## config.mk

```make
export PLATFORM = sky130hd
export DESIGN_NAME = drbg_keystream_serializer_flat
export DESIGN_NICKNAME = d
export VERILOG_FILES = /design/src/rtl/drbg_keystream_serializer_pkg.sv /design/src/rtl/drbg_keystream_serializer_if.sv /design/src/rtl/drbg_keystream_serializer_word_buffer.sv /design/src/rtl/drbg_keystream_serializer.sv /design/src/flat_wrapper.sv
export SDC_FILE = /design/constraint.sdc
export NUM_CORES = 1
export LEC_CHECK = 0
export BUFFER_PORTS_ARGS = -buffer_cell sky130_fd_sc_hd__buf_2
export CORE_MARGIN = 2
export CORE_UTILIZATION = 35
export CTS_CLUSTER_SIZE = 28
export DETAILED_ROUTE_END_ITERATION = 10
export PLACE_DENSITY = 0.51
export SYNTH_ARGS = -nofsm -noshare
export SYNTH_HDL_FRONTEND = slang
export SYNTH_SLANG_ARGS = --single-unit
```

## constraint.sdc

```tcl
create_clock -name clk -period 17.9 [get_ports clk]
set_input_delay 2.685 -clock clk [delete_from_list [all_inputs] [get_ports clk]]
set_output_delay 2.685 -clock clk [all_outputs]
set_load 0.03 [all_outputs]
```

## src/rtl/drbg_keystream_serializer_pkg.sv

```systemverilog
// drbg_keystream_pkg: shared widths, fetch-state encodings and slice-count helper
// Exports WORD_WIDTH (DRBG word), KEY_WIDTH_DEFAULT, SLICES and fetch_state_t.
package drbg_keystream_pkg;
    localparam int WORD_WIDTH = 256;
    localparam int KEY_WIDTH_DEFAULT = 8;
    localparam int SLICES = WORD_WIDTH / KEY_WIDTH_DEFAULT;
    typedef enum logic [1:0] {F_IDLE, F_REQ, F_RELEASE} fetch_state_t;
    function automatic int slices_of(input int kw);
        return WORD_WIDTH / kw;
    endfunction
endpackage

```

## src/rtl/drbg_keystream_serializer_if.sv

```systemverilog
// drbg_keystream_serializer_if: DRBG request handshake plus key-slice stream
// master: serializer side (drives next_bits, key_data, key_valid, underrun, words_consumed)
// slave : DRBG/consumer side (drives init_ready, next_bits_ready, random_bits, flush, key_ready)
interface drbg_keystream_serializer_if
    import drbg_keystream_pkg::*;
#(
    parameter int KEY_WIDTH = KEY_WIDTH_DEFAULT
) ();
    logic                  init_ready;
    logic                  next_bits;
    logic                  next_bits_ready;
    logic [WORD_WIDTH-1:0] random_bits;
    logic                  flush;
    logic [KEY_WIDTH-1:0]  key_data;
    logic                  key_valid;
    logic                  key_ready;
    logic                  underrun;
    logic [31:0]           words_consumed;
    modport master (
        input  init_ready, next_bits_ready, random_bits, flush, key_ready,
        output next_bits, key_data, key_valid, underrun, words_consumed
    );
    modport slave (
        output init_ready, next_bits_ready, random_bits, flush, key_ready,
        input  next_bits, key_data, key_valid, underrun, words_consumed
    );
endinterface

```

## src/rtl/drbg_keystream_serializer_word_buffer.sv

```systemverilog
// keystream_word_buffer: 2-entry DRBG word store with write/read pointers and occupancy
// Ports: clk, reset, flush (clears pointers/count only), wr_en/wr_data (capture),
//        pop (drop head word), rd_data (head word), count (0..2)
module keystream_word_buffer
    import drbg_keystream_pkg::*;
(
    input  logic                  clk,
    input  logic                  reset,
    input  logic                  flush,
    input  logic                  wr_en,
    input  logic [WORD_WIDTH-1:0] wr_data,
    input  logic                  pop,
    output logic [WORD_WIDTH-1:0] rd_data,
    output logic [1:0]            count
);
    logic [WORD_WIDTH-1:0] mem [2];
    logic                  wp;
    logic                  rp;
    always_ff @(posedge clk) begin
        if (reset) begin
            mem[0] <= '0;
            mem[1] <= '0;
            wp     <= 1'b0;
            rp     <= 1'b0;
            count  <= 2'd0;
        end else begin
            if (wr_en) mem[wp] <= wr_data;
            if (flush) begin
                wp    <= 1'b0;
                rp    <= 1'b0;
                count <= 2'd0;
            end else begin
                wp    <= wp ^ wr_en;
                rp    <= rp ^ pop;
                count <= count + {1'b0, wr_en} - {1'b0, pop};
            end
        end
    end
    assign rd_data = mem[rp];
endmodule

```

## src/rtl/drbg_keystream_serializer.sv

```systemverilog
// drbg_keystream_serializer: fetches DRBG words into a 2-word buffer and streams them as key slices
// Ports: clk, reset (sync, active-high), bus (drbg_keystream_serializer_if.master):
//        DRBG request handshake, flush pulse, LSB-first key slice stream, underrun flag, word counter
module drbg_keystream_serializer
    import drbg_keystream_pkg::*;
#(
    parameter int KEY_WIDTH = KEY_WIDTH_DEFAULT
) (
    input logic clk,
    input logic reset,
    drbg_keystream_serializer_if.master bus
);
    localparam int NS = slices_of(KEY_WIDTH);
    localparam int SW = $clog2(NS);
    localparam logic [SW-1:0] SI_LAST = SW'(NS - 1);
    fetch_state_t                 state;
    logic [SW-1:0]                si;
    logic [1:0]                   count;
    logic [WORD_WIDTH-1:0]        rd_data;
    logic [NS-1:0][KEY_WIDTH-1:0] slices;
    logic                         has_room;
    logic                         capture;
    logic                         accept;
    logic                         pop;
    assign has_room = count != 2'd2;
    // flush discards the in-flight word and any accept in the same cycle
    assign capture  = state == F_REQ && bus.next_bits_ready && !bus.flush;
    assign accept   = bus.key_valid && bus.key_ready && !bus.flush;
    assign pop      = accept && si == SI_LAST;
    assign slices   = rd_data;
    assign bus.key_valid = count != 2'd0;
    assign bus.key_data  = slices[si];
    keystream_word_buffer u_buf (
        .clk    (clk),
        .reset  (reset),
        .flush  (bus.flush),
        .wr_en  (capture),
        .wr_data(bus.random_bits),
        .pop    (pop),
        .rd_data(rd_data),
        .count  (count)
    );
    always_ff @(posedge clk) begin
        if (reset) begin
            state         <= F_IDLE;
            bus.next_bits <= 1'b0;
        end else begin
            case (state)
                F_IDLE: if (bus.init_ready && has_room && !bus.flush) begin
                    state         <= F_REQ;
                    bus.next_bits <= 1'b1;
                end
                F_REQ: if (bus.flush || bus.next_bits_ready) begin
                    state         <= F_RELEASE;
                    bus.next_bits <= 1'b0;
                end
                // hold off until the DRBG withdraws its ready so one word is never taken twice
                F_RELEASE: if (!bus.next_bits_ready) begin
                    state         <= (bus.init_ready && has_room) ? F_REQ : F_IDLE;
                    bus.next_bits <= bus.init_ready && has_room;
                end
                default: begin
                    state         <= F_IDLE;
                    bus.next_bits <= 1'b0;
                end
            endcase
        end
    end
    always_ff @(posedge clk) begin
        if (reset) begin
            si                 <= '0;
            bus.underrun       <= 1'b0;
            bus.words_consumed <= 32'd0;
        end else begin
            si                 <= (bus.flush || pop) ? '0 : accept ? si + 1'b1 : si;
            bus.underrun       <= !bus.flush && (bus.underrun || (bus.key_ready && !bus.key_valid));
            bus.words_consumed <= bus.words_consumed + 32'(pop);
        end
    end
endmodule

```

## src/flat_wrapper.sv

```systemverilog
// flat-port wrapper written by rule: the top's interface ports become plain ports
module drbg_keystream_serializer_flat import drbg_keystream_pkg::*;
#(
    parameter int KEY_WIDTH = KEY_WIDTH_DEFAULT
)
  (clk, reset, bus_init_ready, bus_next_bits_ready, bus_random_bits, bus_flush, bus_key_ready, bus_next_bits, bus_key_data, bus_key_valid, bus_underrun, bus_words_consumed);
  drbg_keystream_serializer_if #(.KEY_WIDTH(KEY_WIDTH)) bus_i ();
  input logic clk;
  input logic reset;
  input wire logic [$bits(bus_i.init_ready)-1:0] bus_init_ready;
  input wire logic [$bits(bus_i.next_bits_ready)-1:0] bus_next_bits_ready;
  input wire logic [$bits(bus_i.random_bits)-1:0] bus_random_bits;
  input wire logic [$bits(bus_i.flush)-1:0] bus_flush;
  input wire logic [$bits(bus_i.key_ready)-1:0] bus_key_ready;
  output wire logic [$bits(bus_i.next_bits)-1:0] bus_next_bits;
  output wire logic [$bits(bus_i.key_data)-1:0] bus_key_data;
  output wire logic [$bits(bus_i.key_valid)-1:0] bus_key_valid;
  output wire logic [$bits(bus_i.underrun)-1:0] bus_underrun;
  output wire logic [$bits(bus_i.words_consumed)-1:0] bus_words_consumed;
  assign bus_i.init_ready = bus_init_ready;
  assign bus_i.next_bits_ready = bus_next_bits_ready;
  assign bus_i.random_bits = bus_random_bits;
  assign bus_i.flush = bus_flush;
  assign bus_i.key_ready = bus_key_ready;
  assign bus_next_bits = bus_i.next_bits;
  assign bus_key_data = bus_i.key_data;
  assign bus_key_valid = bus_i.key_valid;
  assign bus_underrun = bus_i.underrun;
  assign bus_words_consumed = bus_i.words_consumed;
  drbg_keystream_serializer #(.KEY_WIDTH(KEY_WIDTH)) u_core (.clk(clk), .reset(reset), .bus(bus_i));
endmodule
```

==> results of run 1 <==
==> critical path, cell delays in order (launching register included) <==
cell	delay, ns
dfxtp_4	0.74
buf_4	0.80
mux4_2	0.59
mux2i_1	0.44
o21ai_0	0.27
a21oi_1	0.32
o21ai_0	0.25
buf_2	0.27
==> path summary, 6_finish.rpt <==
kind                                   end                 from  cells after the start
setup / recovery           bus_key_data[2]      u_core.u_buf.rp                      7
hold / removal         u_core.bus.underrun  u_core.bus.underrun                      2
setup reg to reg  u_core.u_buf.mem[0][117]      u_core.state[1]                      5
hold reg to reg        u_core.bus.underrun  u_core.bus.underrun                      2
==> cell usage after synthesis, drive strengths merged (2+ instances only) <==
cell type	n	area [µm²]
mux2	4	45.0
mux4	133	3030
and4	4	35.0
dfxtp	45	901
nor2b	10	62.6
nor2	53	199
and2	514	3220
nand3	25	125
nand4	7	50.1
nand3b	4	30.0
nand2	34	128
a21oi	21	105
nor4	9	56.3
nor3b	3	22.5
inv	8	30.0
o2111ai	2	17.5
mux2i	14	140
buf	37	206
xnor2	22	193
ha	7	87.6
o21ai	20	100
nor3	12	60.1
o221ai	4	35.0
o22ai	4	25.0
and3	4	25.0
nand2b	7	43.8
or2	3	18.8
xor2	9	78.8
clkbuf	75	282
edfxtp	512	15400
or3	5	31.3
a31oi	7	43.8
a22oi	22	165
==> metrics by stage <==
stage,cells,power [W],hold slack [ns],util [%]
6_report,2920,0.00276,0.482,41.2
3_5_place_dp,2803,0.00162,0.475,38.6
2_1_floorplan,1646,0.00156,0.480,-
5_1_grt,2913,0.00286,0.556,41.1
4_1_cts,2910,0.00280,0.491,41.1
3_3_place_gp,2803,0.00162,0.462,38.6
==> flip-flops by register name, summed over array words and instances (netlist names) <==
name,flops
u_core.state,2
u_core.bus.underrun,1
u_core.u_buf.rp,1
u_core.bus.next_bits,1
u_core.u_buf.count,2
u_core.si,5
u_core.u_buf.mem,512
u_core.u_buf.wp,1
u_core.bus.words_consumed,32
==> cells by family (layout without fill, tap and decap cells) <==
logic type / count (synthesis) / after routing
simple gates: 695 / 695
flops: 557 / 557
mux: 151 / 151
buf+inv: 120 / 434
compound gates: 85 / 85
xor+xnor: 31 / 31
fa+ha+maj: 7 / 7
other cells: 0 / 10
==> layout by cell type, fill, tap and decap left out, types with 21 or more instances in the layout <==
cell type,n
mux4_2,124
a21oi_1,21
nand2_1,34
nor2_1,53
a22oi_1,22
xnor2_1,22
and2_1,514
dfxtp_1,40
buf_2,304
clkbuf_16,60
edfxtp_1,512
nand3_1,25
==> area by class of cell <==
| class | count | area share, % |
|---|---|---|
| multi-input cells | 969 | 28.2 |
| inverters | 8 | 0.103 |
| repair buffers | 319 | 5.71 |
| clock buffers | 79 | 5.47 |
| well taps | 950 | 4.06 |
| diodes | 10 | 0.0855 |
| flip-flops and latches | 557 | 55.6 |
| clock inverters | 28 | 0.756 |
==> layer usage <==
layer / share of wire [%] / vias up
li1: - / 6640
met3: 5.6 / 89
met2: 48 / 356
met4: 2.2 / 4
met5: 0.029 / -
met1: 44 / 7284
==> power groups by stage <==
stage	Sequential, W	Combinational (W)	Clock (W)
6_report	0.00147	0.000116	0.00117
3_5_place_dp	0.00150	0.000119	0
3_3_place_gp	0.00150	0.000118	0
4_1_cts	0.00147	0.000120	0.00120
2_1_floorplan	0.00151	0.0000486	0
5_1_grt	0.00148	0.000126	0.00125
==> results list, run 1 <==
* Number of I/O port buffers: between 300 and 400
* Placement Rows: 98
- Per report_power, the combinational group accounts for under 10% of the total.
- Crit path max fanout: between 40 and 50
* Io pins: about 310
- Run status: complete, no violations
- Of the total synthesized cell area, the portion taken by AND, OR, NAND and NOR gates is between 10% and 20%.
* Clock group share of total power: between 40 and 50%
- Actual slew at the worst max-slew pin: roughly 1.3 ns
- Internal power: 0.00216 W
* # H-tree levels: 2
* Switching power share of the total: between 20% and 30%
* First-pass GRT wire length: around 98 mm
- Proportion of synthesized chip area in sequential cells: 65.1%
- Data on the critical path is required at its endpoint by 15.21 ns.
- TritonCTS built the clock tree.
- Number of synthesized flops with an enable pin: just over 500
- Power density over cell area: 94.3 nW/µm²
- The tool flagged a number of max-cap violations equal to 0.
* Routed vias/inst: roughly 4.9
- Global routing consumed, on the met2 layer, between 20% and 30% of the routing resources.
* Final min period: 7.09 ns
* Horizontal extent of the die: about 270 µm
- The initial antenna violation count came to 15.
- Met3 track demand over resource: 3.33%
- For met1 alone, demand over resource in global routing was 24.8%.
* Worst Skew: 0.0199 ns
* Most congested layer reported by global routing: met2
* Clock Tree Root: clkbuf_16
- Final cell area excluding filler cells: around 30000 µm²
- Number of flip-flops and latches in the synthesized netlist: ~560
- After filler insertion, the fill cell instance count of the layout stands at between 6000 and 7000.
- Critical path type: reg2out
* Post-Place Setup Slack: about 11 ns
* Multi-input gate area: ~8200 µm²
* Worst hold path type: reg2reg
* Number of unique standard cell types used by synthesis: between 40 and 50
* Cells resized by post-CTS repair: 0
* Net count reported at finish: 2184
- Overall Global Routing Usage: approximately 18%
- For this run, design rule violations remaining after detail routing come to 0.
- Max-slew violation count: 0
* Crit path setup slack, layout: 10.81 ns
* Type of origin of the critical path: flop
- In this run the remaining antenna-violating nets after routing total 0.
* Portion of netlist area occupied by mux cells: 12.8%
* Unrepaired setup endpoints after global routing: no
- In the synthesized netlist the dominant register cell turns out to be edfxtp_1.
* Violation count after the first detailed-routing iteration: approximately 1100
- Kind of capture point of the worst setup path: output pin
* Die footprint: 73600 µm²
- The die is roughly 270 µm tall.
* Synth Area in Compound Gates: 2.13%
- Highest achievable clock rate: approximately 140 MHz
- Net Count, Synth: about 1900
- The routed layout has around 14000 vias.
- Post-synthesis xor/xnor area fraction: under 10%
* Placed wire-length estimate: between 40 and 50 mm
- Compared with the post-synthesis result, the final layout area differs by 17.0%.
* Proportion of register bits with asynchronous set or reset after synthesis: 0%
- Summing all flip-flop and latch instances after layout gives approximately 16000 µm².
- CTS hold repair buffers: 0
- Final Hold Viols: 0
- Wires add up to between 60 and 70 mm.
- Combinational family with the most area after synthesis: simple AND/OR/NAND/NOR gates
- Latest clock arrival within the worst-skew pair: 0.63 ns
- In this run the post-CTS setup repair buffer count came out at 0.
* Fraction of layout cells with a size suffix above 1: between 20% and 30%
- Yosys warning total: 0
- Fraction of the mapped netlist area in adder cells: less than 1%
- WL per Instance: about 23 µm
- Remaining max-slew budget at the tightest pin: between 10% and 20%
- For this run the aggregate overflow at the end of global routing stands at 0.
- Final period util: approximately two fifths
- Register-to-register setup slack: approximately 14 ns
- After floorplanning, the core was sized to cover 71100 µm².
- Final sum of negative setup slack: 0 ns
- Worst VDD drop: between 0.00007 and 0.00008 V
* Via count of the first global-routing pass: ~15000
- Entering global routing, the biggest net connects about 260 pins.
* RD Place Congestion: around 0.76
* Post-synth design cell area: between 20000 and 30000 µm²
* Clock Pin Slew Worst Setup and Hold Paths: 0.06 ns
* Final setup vio count: 0
- The first detailed-routing pass ran for 5 iterations.
- After synthesis, the mean cell area works out to roughly 15 µm².
* Cell area after placement: roughly 27000 µm²
- TritonCTS Buffers: 60
- In this run the power spent charging and discharging nets is ~0.00060 W.
- The clock passes through at most 3 buffers.
- For this configuration, the core starts out at a cell density of 35.2%.
- The share of total power dissipated in sequential elements is 53.4%.
- Crit path arrival time: ~4.4 ns
* Mapped Cells: about 1600
- Static leakage: 10.8 nW
* Number of sinks handled by clock tree synthesis: 557
Power figures use the tool's default switching activity.
==> run 2: changes to the inputs <==
--- a/config.mk
+++ b/config.mk
@@ -5,12 +5,13 @@
 export SDC_FILE = /design/constraint.sdc
 export NUM_CORES = 1
 export LEC_CHECK = 0
+export ABC_AREA = 1
 export BUFFER_PORTS_ARGS = -buffer_cell sky130_fd_sc_hd__buf_2
 export CORE_MARGIN = 2
 export CORE_UTILIZATION = 35
 export CTS_CLUSTER_SIZE = 28
 export DETAILED_ROUTE_END_ITERATION = 10
-export PLACE_DENSITY = 0.51
+export PLACE_DENSITY = 0.52
 export SYNTH_ARGS = -nofsm -noshare
 export SYNTH_HDL_FRONTEND = slang
 export SYNTH_SLANG_ARGS = --single-unit
==> constraint.sdc (replaced) <==
create_clock -name clk -period 5.8 [get_ports clk]
set_input_delay 0.87 -clock clk [delete_from_list [all_inputs] [get_ports clk]]
set_output_delay 0.87 -clock clk [all_outputs]
set_load 0.03 [all_outputs]
==> run 2 against run 1 <==
  * Clock skew up 0.0030 ns
  * Routed wire length up 21%
  * Cell count up 41%
  * Largest cell class unchanged
  * Via count up 41%
  * First-iteration DRC count up 60%
  * Power rose to 3.3 times the previous value
==> results list, run 2 <==
- The maximum number of pins on one net before global-route repair was 199 (-23%).
* Crit path setup slack, layout: 1.19 ns (-9.61 ns)
* Number of I/O port buffers: 304 (unchanged)
- Crit path max fanout: 89 (+110%)
* Number of flip-flops and latches in the synthesized netlist: 557 (unchanged)
- By instance count, the leading cell after synthesis is nand2_1.
- The detailed-routing iteration count for the pre-antenna-repair pass is 6 (+1).
- The deepest clock path buffer count was 3 (unchanged).
- Unrepaired setup endpoints after global routing: no
* Worst VDD drop: 0.000156 V (+120%)
- The number of flip-flops under the largest register name is 512 (unchanged).
- Worst endpoint required time: 4.93 ns (-10.28 ns)
- Remaining max-slew budget at the tightest pin: 8.35% (-1.8 points)
* Max-slew violation count: 0 (unchanged)
- The flow ran to the end, and the final reports show no timing, DRC or antenna violations.
* Final sum of negative setup slack: 0 ns (unchanged)
* Biggest register: u_core.u_buf.mem
- Crit path arrival time: 3.74 ns (-0.67 ns)
- Fraction of layout cells with a size suffix above 1: 14.2% (-13 points)
- Highest achievable clock rate: between 200 and 250 MHz
- CTS tree: done
- The commonest cells after synthesis are nand2_1 (714), nor2_1 (553), edfxtp_1 (512).
* Final min period: about 4.6 ns
* Die footprint: 77100 µm² (+4.7%)
* Initial Util: 35.3% (+0.097 points)
* CTS hold repair buffers: 0 (unchanged)
- From synthesis to final layout, the design area changed by 15.7%.
- Net Count, Synth: 3133 (+64%)
* Final cell area excluding filler cells: 30300 µm² (+3.6%)
* # H-tree levels: 3 (+1)
- Worst hold path type: reg2reg
- Final setup vio count: 0 (unchanged)
* TritonCTS Buffers: 66 (+10%)
- Actual slew at the worst max-slew pin: 1.37 ns (+0.0272 ns)
* Largest registers: u_core.u_buf.mem (512), u_core.bus.words_consumed (32), u_core.si (5)
- The weighted congestion at the end of routability-driven global placement came to 0.872 (+15%).
- The number of distinct library cell variants in the gate-level netlist after synthesis came to 36 (-20%).
- Overall via count from detail_route: 20317 (+41%)
- The number of primary I/O pins is 305 (unchanged).
- Cells resized by post-CTS repair: 0 (unchanged)
- Yosys warning total: 0 (unchanged)
* Final Hold Viols: 0 (unchanged)
- The synthesized area divided by synthesized cell count was 9.15 µm² (-40%).
* Most common cell after layout, fill and taps aside: nand2_1
* Static leakage: 13.2 nW (+22%)
* Power density over cell area: 297 nW/µm² (+220%)
* Post-detailed-route DRC marker count: 0 (unchanged)
- Proportion of synthesized chip area in sequential cells: 62.1% (-3.0 points)
* Number of maximum-capacitance constraint violations: 0 (unchanged)
- Post-synth design cell area: 26200 µm² (+4.8%)
- The final worst clock skew was 0.0229 ns (+0.00302 ns).
- Proportion of register bits with asynchronous set or reset after synthesis: 0% (unchanged)
- Most frequent cells in the layout: nand2_1 (712), nor2_1 (553), edfxtp_1 (512)
- Critical path type: reg2out
* Routed WL: 80.4 mm (+21%)
- Number of antenna violations at the first check in global routing: 28 (+13)
- Cell area after placement: 28300 µm² (+3.1%)
* First-pass GRT wire length: 121 mm (+24%)
- Leading cell types by total area after synthesis: edfxtp_1 (59%), nand2_1 (10%), nand3_1 (8.4%)
- Latest clock arrival within the worst-skew pair: 0.60 ns (-0.03 ns)
- The area of the core region is 74300 µm² (+4.5%).
* Hold Worst Slack: 0.476 ns (-0.00598 ns)
- Type of origin of the critical path: flop
- In this run the clock root is driven by a clkbuf_16.
- Routed vias/inst: 4.94 (+0.28%)
- Overall overflow remaining after global route: 0 (unchanged)
- Horizontal extent of the die: 278 µm (+2.3%)
- Final period util: just under 80%
- The row count was 100 (+2.0%).
- The number of filler instances in the final layout is 7427 (+12%).
- Top_reg_cell synth: edfxtp_1
- Overall Global Routing Usage: 20.6% (+2.8 points)
- The final net count came to 3364 (+54%).
- The post-route core utilization was 40.8% (-0.35 points).
- The number of buffers inserted by post-CTS setup repair is 0 (unchanged).
* Placed wire-length estimate: 49.7 mm (+17%)
- edfxtp_1 takes more of the synthesized area than any other cell.
- Number of antenna-violating nets in the routed design: 0 (unchanged)
- Mapped Cells: 2864 (+74%)
- The die height is 278 µm (+2.3%).
- Violation count after the first detailed-routing iteration: 1734 (+60%)
- Via count of the first global-routing pass: 19936 (+35%)
- Kind of capture point of the worst setup path: output pin
- Yosys top cell area share: 58.6% (-2.8 points)
* Number of synthesized flops with an enable pin: 512 (unchanged)
- The minimum setup slack after placement was 1.83 ns (-9.55 ns).
- WL per Instance: 19.5 µm (-14%)
- Clock Pin Slew Worst Setup and Hold Paths: 0.06 ns (about the same)
* Number of sinks handled by clock tree synthesis: 557 (unchanged)
## run 2: cell types whose count changed after synthesis, moves of 22 or more
| cell | change |
|---|---|
| nand2_1 | +680 |
| and2_1 | -514 |
| nor2_1 | +500 |
| nand3_1 | +415 |
| inv_1 | +297 |
| mux4_2 | -124 |
| buf_2 | +77 |
| clkbuf_1 | -56 |
| buf_4 | +23 |
| a22oi_1 | -22 |
## run 2: metrics by stage
stage,power (W),cells
after CTS,0.00911,4110
after global routing,0.00933,4110
after floorplan,0.00490,2864
after detailed placement,0.00512,3996
after global placement,0.00511,3996
final,0.00902,4116
## run 2: worst paths after layout
| path | start | end | slack [ns] | depth (start not counted) |
|---|---|---|---|---|
| worst min-delay path | u_core.bus.words_consumed[31] | u_core.bus.words_consumed[31] | 0.48 | 2 |
| worst min register to register | u_core.bus.words_consumed[31] | u_core.bus.words_consumed[31] | 0.48 | 2 |
| worst max-delay path | u_core.si[0] | bus_key_data[2] | 1.19 | 10 |
| worst max register to register | u_core.si[0] | u_core.bus.words_consumed[18] | 2.39 | 16 |
## run 2: final cells by class
class                      count  area, µm²  share of cell area [%]
antenna                        6       15.0                  0.0495
clock buffer                  85       1830                    6.03
clock inverter                29        205                   0.676
inverter                     312       1180                    3.91
multi-input combinational   1825       7760                    25.6
sequential                   557      16300                    53.7
tap                          969       1210                    4.00
timing repair buffer         333       1840                    6.06
## run 2: layer usage
layer,wire length [µm],part of all wire (%),up-vias,global-route usage [%]
met5,252,0.31,-,0
met1,34600,43,9652,27.6
met2,35600,44,704,31.3
met4,3130,3.9,40,8.59
li1,-,-,9734,-
met3,6740,8.4,187,5.74
## run 2: power breakdown
part / internal, W / switching (W) / total [W]
Combinational: 0.000145 / 0.000317 / 0.000462
Sequential: 0.00453 / 0.0000419 / 0.00457
Clock: 0.00235 / 0.00164 / 0.00398
## run 2: logic make-up (layout without fill, tap and decap cells)
group,after synthesis,after routing,synth area share (%)
and+or+nand+nor,1751,1751,27.7
DFF,557,557,62.1
buffers and inverters,482,759,8.50
AOI/OAI and AO/OA,61,61,1.21
adders and majority gates,7,7,0.334
xor gates and xnor gates,6,6,0.200
other,0,6,0
## run 2: worst max-delay path: stages, from the launching register on
cell,delay (ns)
dfxtp_4,0.54
inv_6,0.73
buf_4,0.64
nand3_1,0.16
nand3_1,0.11
nand2_1,0.14
nand2_1,0.12
nand3_1,0.09
nand3_1,0.11
nand2_1,0.12
buf_2,0.21
